File: src/rtl/timing_violation_arbiter_if.sv
// Event-stream bundle between the violation arbiter and its consumer.
// The arbiter side uses the master modport; the consumer/stimulus side uses slave.
interface timing_violation_arbiter_if #(
    parameter int N_MODULES  = 8,
    parameter int FIFO_DEPTH = 8,
    parameter int TS_W       = 16
);
    localparam int ID_W  = $clog2(N_MODULES);
    localparam int LVL_W = $clog2(FIFO_DEPTH) + 1;

    logic [N_MODULES-1:0] violation_flags;
    logic                 clear;
    logic                 evt_valid;
    logic                 evt_ready;
    logic [ID_W-1:0]      evt_module_id;
    logic [TS_W-1:0]      evt_timestamp;
    logic [LVL_W-1:0]     evt_level;
    logic [N_MODULES-1:0] pending;
    logic [15:0]          drop_count;

    modport master (
        input  violation_flags, clear, evt_ready,
        output evt_valid, evt_module_id, evt_timestamp, evt_level, pending, drop_count
    );

    modport slave (
        output violation_flags, clear, evt_ready,
        input  evt_valid, evt_module_id, evt_timestamp, evt_level, pending, drop_count
    );
endinterface

File: src/rtl/timing_violation_arbiter.sv
// Latches per-module violation pulses with a timestamp and serialises them through
// a round-robin arbiter into a show-ahead event FIFO drained over valid/ready.
module timing_violation_arbiter #(
    parameter int N_MODULES  = 8,
    parameter int FIFO_DEPTH = 8,
    parameter int TS_W       = 16
) (
    input  logic                         clk,
    input  logic                         rst_n,
    timing_violation_arbiter_if.master   bus
);
    localparam int ID_W  = $clog2(N_MODULES);
    localparam int AW    = $clog2(FIFO_DEPTH);
    localparam int LVL_W = AW + 1;
    localparam int CNT_W = $clog2(N_MODULES + 1);
    localparam int ENT_W = ID_W + TS_W;

    logic [TS_W-1:0]      ts;
    logic [ID_W-1:0]      rr_ptr;
    logic [N_MODULES-1:0] pending;
    logic [15:0]          drop_count;
    logic [AW-1:0]        wr_ptr, rd_ptr;
    logic [LVL_W-1:0]     level;

    logic [TS_W-1:0]      ts_lat [N_MODULES];
    logic [ENT_W-1:0]     mem    [FIFO_DEPTH];

    logic                 evt_vld, pop, full;
    logic                 gnt_vld;
    logic [ID_W-1:0]      gnt_id;
    logic [ID_W:0]        idx;
    logic [N_MODULES-1:0] gnt_onehot, cap, drop_vec, pending_nxt;
    logic [CNT_W-1:0]     drop_n;
    logic [ENT_W-1:0]     head;

    function automatic logic [15:0] sat_add(input logic [15:0] a, input logic [CNT_W-1:0] n);
        logic [16:0] s;
        s = {1'b0, a} + 17'(n);
        return s[16] ? 16'hFFFF : s[15:0];
    endfunction

    assign evt_vld = (level != '0);
    assign pop     = evt_vld & bus.evt_ready;
    assign full    = (level == LVL_W'(FIFO_DEPTH));

    // Round-robin search starting at rr_ptr; a full FIFO may still accept when it pops.
    always_comb begin
        gnt_vld = 1'b0;
        gnt_id  = '0;
        idx     = '0;
        for (int k = 0; k < N_MODULES; k++) begin
            idx = {1'b0, rr_ptr} + (ID_W + 1)'(k);
            if (idx >= (ID_W + 1)'(N_MODULES))
                idx = idx - (ID_W + 1)'(N_MODULES);
            if (!gnt_vld && pending[idx[ID_W-1:0]]) begin
                gnt_vld = 1'b1;
                gnt_id  = idx[ID_W-1:0];
            end
        end
        gnt_vld = gnt_vld & (!full | pop);
    end

    // A flag on a granted module re-arms it with the new timestamp instead of dropping.
    always_comb begin
        gnt_onehot = '0;
        drop_n     = '0;
        for (int i = 0; i < N_MODULES; i++)
            gnt_onehot[i] = gnt_vld && (gnt_id == ID_W'(i));
        cap         = bus.violation_flags & (~pending | gnt_onehot);
        drop_vec    = bus.violation_flags & pending & ~gnt_onehot;
        pending_nxt = cap | (pending & ~gnt_onehot);
        for (int i = 0; i < N_MODULES; i++)
            drop_n = drop_n + CNT_W'(drop_vec[i]);
    end

    always_ff @(posedge clk or negedge rst_n) begin
        if (!rst_n) begin
            ts         <= '0;
            rr_ptr     <= '0;
            pending    <= '0;
            drop_count <= '0;
            wr_ptr     <= '0;
            rd_ptr     <= '0;
            level      <= '0;
        end else begin
            ts <= ts + 1'b1;
            if (bus.clear) begin
                rr_ptr     <= '0;
                pending    <= '0;
                drop_count <= '0;
                wr_ptr     <= '0;
                rd_ptr     <= '0;
                level      <= '0;
            end else begin
                pending    <= pending_nxt;
                drop_count <= sat_add(drop_count, drop_n);
                if (gnt_vld) begin
                    rr_ptr <= (gnt_id == ID_W'(N_MODULES - 1)) ? '0 : gnt_id + 1'b1;
                    wr_ptr <= wr_ptr + 1'b1;
                end
                if (pop)
                    rd_ptr <= rd_ptr + 1'b1;
                case ({gnt_vld, pop})
                    2'b10:   level <= level + 1'b1;
                    2'b01:   level <= level - 1'b1;
                    default: level <= level;
                endcase
            end
        end
    end

    // Payload storage carries no reset; it is only observed through valid-qualified paths.
    always_ff @(posedge clk) begin
        if (!bus.clear) begin
            for (int i = 0; i < N_MODULES; i++)
                if (cap[i])
                    ts_lat[i] <= ts;
            if (gnt_vld)
                mem[wr_ptr] <= {gnt_id, ts_lat[gnt_id]};
        end
    end

    assign head              = mem[rd_ptr];
    assign bus.evt_valid     = evt_vld;
    assign bus.evt_module_id = evt_vld ? head[ENT_W-1:TS_W] : '0;
    assign bus.evt_timestamp = evt_vld ? head[TS_W-1:0] : '0;
    assign bus.evt_level     = level;
    assign bus.pending       = pending;
    assign bus.drop_count    = drop_count;
endmodule

File: src/flat_wrapper.sv
// flat-port wrapper written by rule: the top's interface ports become plain ports
module timing_violation_arbiter_flat 
#(
    parameter int N_MODULES  = 8,
    parameter int FIFO_DEPTH = 8,
    parameter int TS_W       = 16
)
  (clk, rst_n, bus_violation_flags, bus_clear, bus_evt_ready, bus_evt_valid, bus_evt_module_id, bus_evt_timestamp, bus_evt_level, bus_pending, bus_drop_count);
  timing_violation_arbiter_if #(.N_MODULES(N_MODULES), .FIFO_DEPTH(FIFO_DEPTH), .TS_W(TS_W)) bus_i ();
  input  logic clk;
  input  logic rst_n;
  input wire logic [$bits(bus_i.violation_flags)-1:0] bus_violation_flags;
  input wire logic [$bits(bus_i.clear)-1:0] bus_clear;
  input wire logic [$bits(bus_i.evt_ready)-1:0] bus_evt_ready;
  output wire logic [$bits(bus_i.evt_valid)-1:0] bus_evt_valid;
  output wire logic [$bits(bus_i.evt_module_id)-1:0] bus_evt_module_id;
  output wire logic [$bits(bus_i.evt_timestamp)-1:0] bus_evt_timestamp;
  output wire logic [$bits(bus_i.evt_level)-1:0] bus_evt_level;
  output wire logic [$bits(bus_i.pending)-1:0] bus_pending;
  output wire logic [$bits(bus_i.drop_count)-1:0] bus_drop_count;
  assign bus_i.violation_flags = bus_violation_flags;
  assign bus_i.clear = bus_clear;
  assign bus_i.evt_ready = bus_evt_ready;
  assign bus_evt_valid = bus_i.evt_valid;
  assign bus_evt_module_id = bus_i.evt_module_id;
  assign bus_evt_timestamp = bus_i.evt_timestamp;
  assign bus_evt_level = bus_i.evt_level;
  assign bus_pending = bus_i.pending;
  assign bus_drop_count = bus_i.drop_count;
  timing_violation_arbiter #(.N_MODULES(N_MODULES), .FIFO_DEPTH(FIFO_DEPTH), .TS_W(TS_W)) u_core (.clk(clk), .rst_n(rst_n), .bus(bus_i));
endmodule
File: config.mk
export PLATFORM = sky130hd
export DESIGN_NAME = timing_violation_arbiter_flat
export DESIGN_NICKNAME = d
export VERILOG_FILES = /design/src/rtl/timing_violation_arbiter_if.sv /design/src/rtl/timing_violation_arbiter.sv /design/src/flat_wrapper.sv
export SDC_FILE = /design/constraint.sdc
export NUM_CORES = 1
export LEC_CHECK = 0
export CORE_UTILIZATION = 45
export DETAILED_ROUTE_END_ITERATION = 10
export SLEW_MARGIN = 20
export SYNTH_ARGS = -nofsm -noshare
export SYNTH_HDL_FRONTEND = slang
export SYNTH_SLANG_ARGS = --single-unit
File: constraint.sdc
create_clock -name clk -period 9.15 [get_ports clk]
set_clock_uncertainty 0.2 [all_clocks]
set_input_delay 2.2875 -clock clk [delete_from_list [all_inputs] [get_ports clk]]
set_output_delay 2.2875 -clock clk [all_outputs]
set_load 0.05 [all_outputs]
==> results.sh <==
export IMPL_outcome="completed"
export IMPL_async_reset_ff_frac=0.159
export IMPL_gp_congestion=0.795
export IMPL_multi_input_area_sq_um=4770
export IMPL_drc=0
export IMPL_slowest_stage="ha_1"
export IMPL_post_cts_resized=0
export IMPL_drtIter0Drc=546
export IMPL_yosysSeqAreaShare=0.652
export IMPL_drive_above_1_share=0.204
export IMPL_routed_via_count=8355
export IMPL_dr_pass1_iters=5
export IMPL_synth_compound_area_frac=0.0780
export IMPL_slowest_delay_ns=0.68
export IMPL_drv_cap=0
export IMPL_synthMuxAreaShare=0.102
export IMPL_grt_pass1_wl_um=48800
export IMPL_hp_class="register to register"
export IMPL_clk_latency_ns=0.51
export IMPL_path_clk_slew_ns=0.06
export IMPL_grt_setup_unrepaired="no"
export IMPL_cts_buffers=35
export IMPL_synth_top_area_cell="edfxtp_1"
export IMPL_synth_cells=949
export IMPL_hold_viol_final=0
export IMPL_wirelength_um=31500
export IMPL_synth_area_top_cells="edfxtp_1 (56%), dfrtp_1 (8.9%), mux4_2 (7.2%)"
export IMPL_min_path_cells=2
export IMPL_clock_path_buffers=3
export IMPL_layout_min_cycle_time_ns=8.16
export IMPL_antenna_found_initial=0
export IMPL_wl_per_cell_um=21.1
export IMPL_period_share=0.892
export IMPL_seqCellArea_sq_um=9740
export IMPL_hpwl_um=17800
export IMPL_cts_tree="done"
export IMPL_synth_main_ff_cell="edfxtp_1"
export IMPL_fp_row_count=66
export IMPL_grt_start_max_net_pins=74
export IMPL_fp_coreArea_sq_um=32600
export IMPL_antenna_cells=0
export IMPL_io_pins=60
export IMPL_synth_distinct_cells=72
export IMPL_path_buf_inv=6
export IMPL_path_common_cell="fa_1"
export IMPL_root_buffer="clkbuf_16"
export IMPL_die_w_um=184
export IMPL_critPathMaxFanout=41
export IMPL_crit_path_end_kind="register"
export IMPL_crit_family="adder cells"
export IMPL_cp_required_ns=9.37
export IMPL_synth_area_per_cell_sq_um=15.7
export IMPL_yosys_top_cells_count="edfxtp_1 (280), and3_1 (69), nor2_1 (57), dfrtp_1 (53), mux4_2 (48)"
export IMPL_synth_simple_area_share=0.0896
export IMPL_synth_edf_count=280
export IMPL_worstMarginPinSlew_ns=0.905
export IMPL_synth_top_family_by_area="multiplexers"
export IMPL_grt_use_total=0.189
export IMPL_area_growth_syn_to_layout_pct=15.4
export IMPL_syn_nets=983
export IMPL_synthAdderAreaFrac=0.0215
export IMPL_start_util=0.457
export IMPL_ys_ff_latch=333
export IMPL_synthXorXnorAreaFrac=0.0221
export IMPL_fmax_ghz=0.123
export IMPL_maxSlewViolCount=0
export IMPL_ys_warn_count=0
export IMPL_syn_area_sq_um=14900
export IMPL_routed_via_density=5.60
export IMPL_portBuffers=59
export IMPL_worst_path_stages=25
export IMPL_critical_path_arrival_ns=8.38
export IMPL_fillers=2676
export IMPL_start_kind="register"
export IMPL_setup_viol=0
export IMPL_cts_hold_buf=0
export IMPL_relSlewSlack=0.391
export IMPL_die_h_um=184
export IMPL_grt_pass1_vias=8335
export IMPL_cts_htree_levels=2
export IMPL_critPathKind="register to register"
export IMPL_dieArea_sq_um=33900
export IMPL_fin_nets=1059
export IMPL_synth_top_area_frac=0.563
export IMPL_reg2reg_depth=25
export IMPL_grt_overflow=0
export IMPL_postCtsSetupRepairBufs=0
export IMPL_ant_nets=0
export IMPL_post_synth_top_count_cell="edfxtp_1"
export IMPL_setup_tns_final_ns=0
export IMPL_clkSinkCount=333
-- per-stage QoR --
| step | instance area, sq um | hold WS, ns | worst slack, ns | util | instances |
|---|---|---|---|---|---|
| global route | 17200 | 0.447 | 0.420 | 0.528 | 1491 |
| global placement | 16100 | 0.381 | 0.593 | 0.492 | 1430 |
| detailed placement | 16100 | 0.398 | 0.515 | 0.493 | 1430 |
| CTS | 17200 | 0.411 | 0.968 | 0.528 | 1491 |
| floorplan | 14900 | 0.339 | 1.50 | - | 949 |
| finish | 17200 | 0.408 | 0.992 | 0.528 | 1491 |
-- worst register-to-register path: cells and delay by family (launching register included) --
kind,cells,cell delay (ns)
AO/OA/AOI/OAI,7,1.25
flip-flops,1,0.34
adder cells (fa/ha/maj),6,3.01
multiplexers,2,0.90
AND/OR/NAND/NOR,4,1.47
buffers and inverters,6,0.92
-- path summary, 6_finish.rpt --
kind                                      startpoint                        end  slack, ns
setup / recovery                    u_core.rr_ptr[1]   u_core.bus.drop_count[7]       0.99
hold / removal             u_core.bus.drop_count[11]  u_core.bus.drop_count[11]       0.41
setup reg to reg                    u_core.rr_ptr[1]   u_core.bus.drop_count[7]       0.99
hold reg to reg            u_core.bus.drop_count[11]  u_core.bus.drop_count[11]       0.41
max in group asynchronous                      rst_n           u_core.rd_ptr[0]       6.48
min in group asynchronous                      rst_n    u_core.bus.evt_level[2]       1.73
-- cell usage in the layout, fill, tap and decap left out, types with 6 or more instances in the layout --
cell	instances
edfxtp_1	280
and3_1	69
clkdlybuf4s50_1	57
nor2_1	55
dfrtp_1	52
mux4_2	48
a2111oi_0	43
buf_4	43
clkbuf_16	35
nand2_1	34
mux2i_1	32
a21oi_1	28
inv_1	26
xnor2_1	22
a2111oi_2	17
ha_1	16
xor2_1	12
nor4_1	12
nand3_1	11
nor4_2	8
mux2_2	7
o21ai_0	7
nor2b_1	7
nand4_1	7
nor3b_2	7
clkinv_2	6
fa_1	6
clkinv_1	6
-- registers in the layout, summed over array words and instances (netlist names) --
register / flops
u_core.bus.drop_count: 16
u_core.bus.evt_level: 4
u_core.bus.pending: 8
u_core.mem: 152
u_core.rd_ptr: 3
u_core.rr_ptr: 3
u_core.ts: 16
u_core.ts_lat: 128
u_core.wr_ptr: 3
-- area by class of cell --
| cell class | instances | share of cell area |
|---|---|---|
| sequential | 333 | 0.565 |
| multi-input combinational | 524 | 0.277 |
| clock buffer | 40 | 0.0531 |
| timing repair buffer | 102 | 0.0525 |
| tap | 442 | 0.0321 |
| clock inverter | 21 | 0.0135 |
| inverter | 29 | 0.00654 |
-- routing by layer --
metal / wire length (um) / vias to the layer above / GRT usage
met3: 1130 / 45 / 0.0247
li1: - / 3900 / -
met4: 597 / 0 / 0.0513
met1: 14000 / 4246 / 0.254
met2: 15800 / 164 / 0.323
met5: 0 / - / 0
-- cells by family after synthesis --
kind of cell	count (synthesis)
flip-flops	333
AO/OA/AOI/OAI	135
XOR/XNOR	36
buffers and inverters	92
adder cells (fa/ha/maj)	22
multiplexers	89
AND/OR/NAND/NOR	242
Power is not shown: default switching activity piles up to over one toggle a cycle in this logic, so the estimate is an artifact.
